**src/rtl/checksum_stream_if.sv**
```systemverilog
// Word-in / checksum-out bundle for checksum_stream.
// master = upstream producer and checksum consumer; slave = checksum engine.
interface checksum_stream_if #(
   parameter int unsigned IN_DATA_WIDTH  = 17,
   parameter int unsigned OUT_DATA_WIDTH = 21,
   parameter int unsigned NUM_SEGS       = 8
);
   logic                      in_data_vld;
   logic                      in_data_rdy;
   logic [IN_DATA_WIDTH-1:0]  in_data;
   logic                      in_sof;
   logic                      in_eof;
   logic [NUM_SEGS-1:0]       seg_mask;
   logic                      mode;
   logic [OUT_DATA_WIDTH-1:0] out_data;
   logic                      out_data_vld;
   logic                      busy;

   modport master (
      output in_data_vld, in_data, in_sof, in_eof, seg_mask, mode,
      input  in_data_rdy, out_data, out_data_vld, busy
   );

   modport slave (
      input  in_data_vld, in_data, in_sof, in_eof, seg_mask, mode,
      output in_data_rdy, out_data, out_data_vld, busy
   );
endinterface

```
**src/rtl/checksum_stream.sv**
```systemverilog
// Frame-aware segmented checksum: each accepted word is walked one masked, shifted segment per
// cycle into a modulo or ones-complement accumulator; one checksum is emitted per frame.
module checksum_stream #(
   parameter int unsigned IN_DATA_WIDTH  = 17,
   parameter int unsigned OUT_DATA_WIDTH = 21,
   parameter int unsigned NUM_SEGS       = 8
) (
   input logic              clk,
   input logic              reset,
   checksum_stream_if.slave bus
);
   localparam int unsigned SEG_WIDTH = (IN_DATA_WIDTH + NUM_SEGS - 1) / NUM_SEGS;
   localparam int unsigned PAD_WIDTH = SEG_WIDTH * NUM_SEGS;
   localparam int unsigned IDX_WIDTH = $clog2(NUM_SEGS);

   localparam logic [0:0] IDLE = 1'b0;
   localparam logic [0:0] SCAN = 1'b1;

   localparam logic [IDX_WIDTH-1:0] LAST_IDX = IDX_WIDTH'(NUM_SEGS - 1);

   logic [0:0]                state_q;
   logic [PAD_WIDTH-1:0]      data_q;
   logic [NUM_SEGS-1:0]       mask_q;
   logic                      sof_q;
   logic                      eof_q;
   logic                      mode_q;
   logic [IDX_WIDTH-1:0]      idx_q;
   logic [OUT_DATA_WIDTH-1:0] acc_q;
   logic [OUT_DATA_WIDTH-1:0] out_data_q;
   logic                      out_vld_q;
   logic                      busy_q;

   logic [SEG_WIDTH-1:0]      seg;
   logic                      seg_en;
   logic [1:0]                shamt;
   logic [OUT_DATA_WIDTH-1:0] term;
   logic [OUT_DATA_WIDTH-1:0] base;
   logic [OUT_DATA_WIDTH:0]   sum;
   logic [OUT_DATA_WIDTH-1:0] acc_next;

   always_comb begin
      seg    = '0;
      seg_en = 1'b0;
      for (int i = 0; i < NUM_SEGS; i++) begin
         if (idx_q == IDX_WIDTH'(i)) begin
            seg    = data_q[i*SEG_WIDTH +: SEG_WIDTH];
            seg_en = mask_q[i];
         end
      end
      shamt = 2'(idx_q);
      term  = seg_en ? (OUT_DATA_WIDTH'(seg) << shamt) : '0;
      // First segment of an sof word starts from zero, dropping any partial frame.
      base  = (idx_q == '0 && sof_q) ? '0 : acc_q;
      sum   = {1'b0, base} + {1'b0, term};
      // End-around carry cannot overflow again: sum <= 2^(W+1)-2.
      acc_next = mode_q ? (sum[OUT_DATA_WIDTH-1:0] + OUT_DATA_WIDTH'(sum[OUT_DATA_WIDTH]))
                        : sum[OUT_DATA_WIDTH-1:0];
   end

   always_ff @(posedge clk) begin
      if (reset) begin
         state_q    <= IDLE;
         data_q     <= '0;
         mask_q     <= '0;
         sof_q      <= 1'b0;
         eof_q      <= 1'b0;
         mode_q     <= 1'b0;
         idx_q      <= '0;
         acc_q      <= '0;
         out_data_q <= '0;
         out_vld_q  <= 1'b0;
         busy_q     <= 1'b0;
      end else begin
         out_vld_q <= 1'b0;
         case (state_q)
            IDLE: begin
               if (bus.in_data_vld) begin
                  data_q  <= PAD_WIDTH'(bus.in_data);
                  mask_q  <= bus.seg_mask;
                  sof_q   <= bus.in_sof;
                  eof_q   <= bus.in_eof;
                  idx_q   <= '0;
                  state_q <= SCAN;
                  // Mode is latched per frame; stray words outside a frame take the live mode.
                  if (bus.in_sof || !busy_q) mode_q <= bus.mode;
                  if (bus.in_sof) busy_q <= 1'b1;
               end
            end
            default: begin
               if (idx_q == LAST_IDX) begin
                  state_q <= IDLE;
                  if (eof_q) begin
                     out_data_q <= mode_q ? ~acc_next : acc_next;
                     out_vld_q  <= 1'b1;
                     acc_q      <= '0;
                     busy_q     <= 1'b0;
                  end else begin
                     acc_q <= acc_next;
                  end
               end else begin
                  acc_q <= acc_next;
                  idx_q <= idx_q + 1'b1;
               end
            end
         endcase
      end
   end

   assign bus.in_data_rdy  = (state_q == IDLE);
   assign bus.out_data     = out_data_q;
   assign bus.out_data_vld = out_vld_q;
   assign bus.busy         = busy_q;
endmodule

```
**src/flat_wrapper.sv**
```systemverilog
// flat-port wrapper written by rule: the top's interface ports become plain ports
module checksum_stream_flat 
#(
   parameter int unsigned IN_DATA_WIDTH  = 17,
   parameter int unsigned OUT_DATA_WIDTH = 21,
   parameter int unsigned NUM_SEGS       = 8
)
  (clk, reset, bus_in_data_vld, bus_in_data, bus_in_sof, bus_in_eof, bus_seg_mask, bus_mode, bus_in_data_rdy, bus_out_data, bus_out_data_vld, bus_busy);
  checksum_stream_if #(.IN_DATA_WIDTH(IN_DATA_WIDTH), .OUT_DATA_WIDTH(OUT_DATA_WIDTH), .NUM_SEGS(NUM_SEGS)) bus_i ();
  input logic clk;
  input logic reset;
  input wire logic [$bits(bus_i.in_data_vld)-1:0] bus_in_data_vld;
  input wire logic [$bits(bus_i.in_data)-1:0] bus_in_data;
  input wire logic [$bits(bus_i.in_sof)-1:0] bus_in_sof;
  input wire logic [$bits(bus_i.in_eof)-1:0] bus_in_eof;
  input wire logic [$bits(bus_i.seg_mask)-1:0] bus_seg_mask;
  input wire logic [$bits(bus_i.mode)-1:0] bus_mode;
  output wire logic [$bits(bus_i.in_data_rdy)-1:0] bus_in_data_rdy;
  output wire logic [$bits(bus_i.out_data)-1:0] bus_out_data;
  output wire logic [$bits(bus_i.out_data_vld)-1:0] bus_out_data_vld;
  output wire logic [$bits(bus_i.busy)-1:0] bus_busy;
  assign bus_i.in_data_vld = bus_in_data_vld;
  assign bus_i.in_data = bus_in_data;
  assign bus_i.in_sof = bus_in_sof;
  assign bus_i.in_eof = bus_in_eof;
  assign bus_i.seg_mask = bus_seg_mask;
  assign bus_i.mode = bus_mode;
  assign bus_in_data_rdy = bus_i.in_data_rdy;
  assign bus_out_data = bus_i.out_data;
  assign bus_out_data_vld = bus_i.out_data_vld;
  assign bus_busy = bus_i.busy;
  checksum_stream #(.IN_DATA_WIDTH(IN_DATA_WIDTH), .OUT_DATA_WIDTH(OUT_DATA_WIDTH), .NUM_SEGS(NUM_SEGS)) u_core (.clk(clk), .reset(reset), .bus(bus_i));
endmodule
```
**config.mk**
```make
export PLATFORM = sky130hd
export DESIGN_NAME = checksum_stream_flat
export DESIGN_NICKNAME = d
export VERILOG_FILES = /design/src/rtl/checksum_stream_if.sv /design/src/rtl/checksum_stream.sv /design/src/flat_wrapper.sv
export SDC_FILE = /design/constraint.sdc
export NUM_CORES = 1
export LEC_CHECK = 0
export CORE_UTILIZATION = 52
export CTS_CLUSTER_SIZE = 24
export DETAILED_ROUTE_END_ITERATION = 16
export PLACE_DENSITY = 0.78
export SYNTH_ARGS = -nofsm -noshare
export SYNTH_HDL_FRONTEND = slang
export SYNTH_SLANG_ARGS = --single-unit
```
**constraint.sdc**
```tcl
create_clock -name clk -period 4.75 [get_ports clk]
set_clock_uncertainty 0.1 [all_clocks]
set_input_delay 0.7125 -clock clk [delete_from_list [all_inputs] [get_ports clk]]
set_output_delay 0.7125 -clock clk [all_outputs]
set_load 0.01 [all_outputs]
```
* After elaboration in Yosys (flattened, before gate mapping)
Index checks and enable logic that the tools add are counted.
Word-level totals: output and inout bits 24, bits in latches 0, register bits 76, memories 0, ROM bits 0, bits of input ports 31, word-level logic and storage cells 74, bits in writable memories 0
Cells by class: bitwise operators 3, add/subtract/negate cells 3, reductions and logical operators 12, $mul 0, eq/ne operators 10, order comparisons 0, shift operators 1, div/mod/pow operators 0, muxes and demuxes 34
Operators by type and width (number):
- 2-to-1 mux 21 bit | 6
- 2-to-1 mux 3 bit | 11
- adder 21 x 21 -> 22 bit | 1
- adder 21 x 1 -> 21 bit | 1
- inverter 21 bit | 1
- left shift 3 x 2 -> 21 bit | 1
- 2-to-1 mux 1 bit | 17
- equality test 3 bit (second input constant) | 4
- equality test 3 x 2 -> 1 bit (second input constant) | 2
- != test 2 bit (second input constant) | 3
- AND reduction 3 bit | 2
- AND reduction 2 bit | 2
- AND reduction 4 bit | 1
- nonzero test 2 bit | 2
- adder 3 x 1 -> 3 bit (second input constant) | 1
- equality test 3 x 1 -> 1 bit (second input constant) | 1
- zero test 3 bit | 1
- OR reduction 3 bit | 1
- inverter 1 bit | 2
- logical AND 1 bit | 1
- zero test 1 bit | 1
- logical OR 1 bit | 1

* Depth between registers and ports, before layout
depth after elaboration 16, depth in mapped cells 26, gate-level depth less buffers 22

* Worst setup path before layout
Ideal clock, no wire load.
path type register to register, start register u_core.idx_q[2], end register u_core.acc_q[19], data arrival time 4.859 ns, cell stages (with the launch flop) 22, data required time 4.588 ns, setup slack -0.271 ns, cells stage by stage dfxtp_1 clkbuf_1 inv_1 ha_1 clkbuf_1 nor4bb_1 a21oi_1 a211oi_1 a21oi_1 nand2b_1 nor2_1 ha_1 inv_1 fa_1 nand2b_1 a21o_1 a2111o_1 mux2_2 a211oi_2 nand4_4 or4_1 nand3_1
Between the ends: cells in the longest elaborated chain, start to end 16, elaborated cells on any way between the ends 33
Ends and longest elaborated chain:
- from (decl) | line checksum_stream.sv:27 | logic [IDX_WIDTH-1:0] idx_q;
- from (signal assigned) | line checksum_stream.sv:102 | idx_q <= idx_q + 1'b1;
- zero test 3 bit | line checksum_stream.sv:45, checksum_stream.sv:53
- 2-to-1 mux 3 bit (8 in a row) | line checksum_stream.sv:45 | if (idx_q == IDX_WIDTH'(i)) begin
- left shift 3 x 2 -> 21 bit | line checksum_stream.sv:51 | term = seg_en ? (OUT_DATA_WIDTH'(seg) << shamt) : '0;
- 2-to-1 mux 21 bit | line checksum_stream.sv:51
- adder 21 x 21 -> 22 bit | line checksum_stream.sv:54 | sum = {1'b0, base} + {1'b0, term};
- adder 21 x 1 -> 21 bit | line checksum_stream.sv:56 | acc_next = mode_q ? (sum[OUT_DATA_WIDTH-1:0] + OUT_DATA_WIDTH'(sum[OUT_DATA_WIDTH]))
- 2-to-1 mux 21 bit | line checksum_stream.sv:56
- 2-to-1 mux 21 bit | line checksum_stream.sv:92 | if (eof_q) begin
- 2-to-1 mux 21 bit * | line checksum_stream.sv:90 | if (idx_q == LAST_IDX) begin
- to (signal assigned) | line checksum_stream.sv:98 | acc_q <= acc_next;
- to (signal assigned) | line checksum_stream.sv:101 | acc_q <= acc_next;
- to (decl) | line checksum_stream.sv:28 | logic [OUT_DATA_WIDTH-1:0] acc_q;
Mark *: on every way between the ends. The rest lies on a longest branch, timed or not. A chain may end at the register's enable or synchronous reset.

* Worst setup path after layout
start register u_core.idx_q[1], end register u_core.out_data_q[18] (netlist: u_core.bus.out_data[18])
Between the ends: cells in the longest elaborated chain, start to end 16, elaborated cells on any way between the ends 34
Ends and longest elaborated chain:
- zero test 3 bit | line checksum_stream.sv:45, checksum_stream.sv:53
- 2-to-1 mux 3 bit (8 in a row) | line checksum_stream.sv:45
- left shift 3 x 2 -> 21 bit | line checksum_stream.sv:51
- 2-to-1 mux 21 bit | line checksum_stream.sv:51
- adder 21 x 21 -> 22 bit | line checksum_stream.sv:54
- adder 21 x 1 -> 21 bit | line checksum_stream.sv:56
- 2-to-1 mux 21 bit | line checksum_stream.sv:56
- inverter 21 bit | line checksum_stream.sv:93 | out_data_q <= mode_q ? ~acc_next : acc_next;
- 2-to-1 mux 21 bit | line checksum_stream.sv:93
- to (signal assigned) | line checksum_stream.sv:93
- to (decl) | line checksum_stream.sv:29 | logic [OUT_DATA_WIDTH-1:0] out_data_q;
Several ways; a longest one is shown, not always the timed one.

==> impl_metrics.json <==
{
  "status": "finished with violations",
  "violations": "setup timing",
  "hpwl_microns": 9770,
  "final_cell_area_sq_um": 6840,
  "via_count": 5402,
  "r2r_cells": 23,
  "first_pass_iters": 5,
  "clock-root-buffer": "clkbuf_8",
  "ys.flop_type": "dfxtp_1",
  "postSynth.asyncResetShare_pct": 0,
  "hold_violations": 0,
  "fp.dieW_microns": 99.0,
  "clkSlewWorstSetupHoldPaths_ns": 0.09,
  "hold_buffers": 0,
  "drive_gt1_share_pct": 24.8,
  "multiInputGateArea_sq_um": 3520,
  "yosysWarnings": 0,
  "place.port_buffers": 54,
  "nFillCells": 663,
  "critPathTopFamily": "simple AND/OR/NAND/NOR gates",
  "routabilityCongestion": 0.906,
  "crit_fanout": 6,
  "ant_nets": 0,
  "syn_avg_cell_area_sq_um": 7.46,
  "synth-edff-count": 0,
  "critPathArrivalTime_ns": 5.01,
  "cts_tree": "built",
  "setup_tns_ns": -0.525,
  "syn_to_final_growth_pct": 39.7,
  "worstSkewPairLatency_ns": 0.36,
  "worstPathCellList": "inv_6, ha_4, buf_6, nand2_2, a21oi_2, a21oi_2, o311ai_1, o211a_1, buf_6, nand2_1, o211a_1, nor3_4, ha_4, buf_4, nor2_1, a211oi_1, a311o_1, or4b_4, nor4_4, buf_6, nand4_1, nor3b_1, o31a_1",
  "postSynthCellCount": 656,
  "worst_slew_margin_rel_pct": 31.0,
  "first_global_vias": 5279,
  "p_per_area_nw_per_um2": 201,
  "grt_pass1_wl_microns": 24100,
  "crit_buf_inv": 5,
  "finalNetCount": 834,
  "routedWlPerCell_microns": 16.7,
  "core_area_sq_um": 9200,
  "rsz0062_at_grt": "true",
  "h-tree-depth": 3,
  "first_iter_violations": 341,
  "viasPerCell": 5.98,
  "hold_class": "reg -> reg",
  "hold_slack_ns": 0.357,
  "p_leak_nw": 2.65,
  "synth_cell_types": 64,
  "synth_nets": 702,
  "setup_viol": 9,
  "yosysSeqAreaShare_pct": 31.1,
  "netlist_area_sq_um": 4890,
  "n_antenna_cell": 0,
  "worst-path-stages": 23,
  "drc": 0,
  "worst_slew_pin_slew_ns": 1.03,
  "register_area_sq_um": 1530,
  "placementRows": 35,
  "clockBufferDepth": 2,
  "ios": 55,
  "cts_buffers": 9,
  "cts.sinks": 76,
  "slew_violations": 0,
  "ys_seq_elements": 76,
  "peakVddDrop_mv": 0.187,
  "cp_common_cell": "buf_6",
  "finalPower_mw": 1.37,
  "finalCritPeriodShare_pct": 102,
  "timing.fmax_mhz": 206,
  "grt_max_degree": 67,
  "path_class": "reg -> reg",
  "slowest_delay_ns": 0.54,
  "grt_overflow_total": 0,
  "worst_setup_path_start_kind": "flop",
  "crit_slowest_cell": "or4b_4",
  "postPlaceCellArea_sq_um": 6140,
  "start_util_pct": 53.2,
  "fin_crit_ns": 4.85,
  "fin_ws_ns": -0.100,
  "required_ns": 4.91,
  "die_area_sq_um": 9800,
  "antenna_found_initial": 0,
  "die_h_microns": 99.0,
  "routed_wl_microns": 15100,
  "globalRouteTotalUtil_pct": 30.2,
  "critPathCaptureType": "flop",
  "maxCapViolCount": 0,
  "min_path_cells": 2
}
-- cell type report --
type	instances	share of cell area, %
Clock buffer	13	2.18
Clock inverter	3	0.677
Inverter	16	0.988
Multi-Input combinational cell	523	51.4
Sequential cell	76	22.4
Tap cell	111	2.03
Timing Repair Buffer	162	20.3
-- power by group --
part | internal [mW] | switching [mW]
Combinational | 0.0854 | 0.105
Sequential | 0.653 | 0.0141
Clock | 0.259 | 0.255
-- worst register-to-register path: cells and delay by family, from the launching register on --
family / cells / cell delay, ns
buf+inv: 5 / 0.64
compound gates: 8 / 1.51
simple gates: 8 / 1.71
flops: 1 / 0.38
fa+ha+maj: 2 / 0.43
-- cell families (layout without fill, tap and decap cells) --
| family | count (synthesis) | after routing | share of synthesized area, % |
|---|---|---|---|
| compound gates | 162 | 162 | 21.7 |
| xor+xnor | 39 | 39 | 6.98 |
| fa+ha+maj | 15 | 15 | 3.99 |
| buf+inv | 57 | 194 | 4.47 |
| flops | 76 | 76 | 31.1 |
| mux | 14 | 14 | 2.97 |
| simple gates | 293 | 293 | 28.8 |
-- metal layers --
metal / part of all wire, % / wire length [microns] / vias up / global-route usage, %
met1: 42 / 6290 / 2563 / 36.1
met4: 3.1 / 465 / 0 / 13.7
met2: 50 / 7490 / 207 / 53.4
met5: 0 / 0 / - / 0
met3: 5.6 / 839 / 45 / 4.82
li1: - / - / 2587 / -
-- Yosys cell counts (11+ instances only) --
cell,number,area [sq um]
ha_1,14,175
nand3_1,23,115
nor3_1,15,75.1
a22oi_1,11,82.6
o21ai_0,19,95.1
xnor2_1,23,201
dfxtp_1,76,1520
inv_1,16,60.1
nor2_1,72,270
a21oi_1,62,310
a211oi_1,15,113
nand2_1,107,402
xor2_1,16,140
clkbuf_1,32,120
-- registers in the layout (all words and copies together), names as in the netlist --
| name | count |
|---|---|
| u_core.acc_q | 21 |
| u_core.bus.busy | 1 |
| u_core.bus.out_data | 21 |
| u_core.bus.out_data_vld | 1 |
| u_core.data_q | 17 |
| u_core.eof_q | 1 |
| u_core.idx_q | 3 |
| u_core.mask_q | 8 |
| u_core.mode_q | 1 |
| u_core.sof_q | 1 |
| u_core.state_q | 1 |
-- what timing repair did --
| action | CTS | global route |
|---|---|---|
| pin swaps | 24 | 38 |
| setup buffers | 14 | 4 |
| endpoints found under the setup margin | 30 | 31 |
| resized for setup | 48 | 45 |
-- cells in the final DEF, fill, tap and decap left out, types with 10 or more instances in the layout --
master / n
a211oi_1: 13
a21oi_1: 51
a22oi_1: 11
buf_4: 101
clkbuf_8: 10
clkdlybuf4s50_1: 53
dfxtp_1: 74
inv_1: 11
mux2i_1: 10
nand2_1: 99
nand3_1: 21
nor2_1: 68
nor3_1: 13
o21ai_0: 14
xnor2_1: 22
xor2_1: 16
-- metrics by stage --
stage	instances	setup slack (ns)	utilization, %
floorplan	656	0.0188	-
global placement	871	-0.208	66.8
detailed placement	871	-0.353	66.8
CTS	900	0.000454	72.1
global route	904	-0.284	74.3
finish	904	-0.100	74.3
-- final timing paths --
kind,endpoint,startpoint,slack [ns]
max,u_core.bus.out_data[18]$_SDFFE_PP0P_,u_core.idx_q[1]$_SDFFE_PP0P_,-0.10
min,u_core.bus.out_data[1]$_SDFFE_PP0P_,u_core.bus.out_data[1]$_SDFFE_PP0P_,0.36
max reg2reg,u_core.bus.out_data[18]$_SDFFE_PP0P_,u_core.idx_q[1]$_SDFFE_PP0P_,-0.10
min reg2reg,u_core.bus.out_data[1]$_SDFFE_PP0P_,u_core.bus.out_data[1]$_SDFFE_PP0P_,0.36
(Power assumes the default switching activity.)
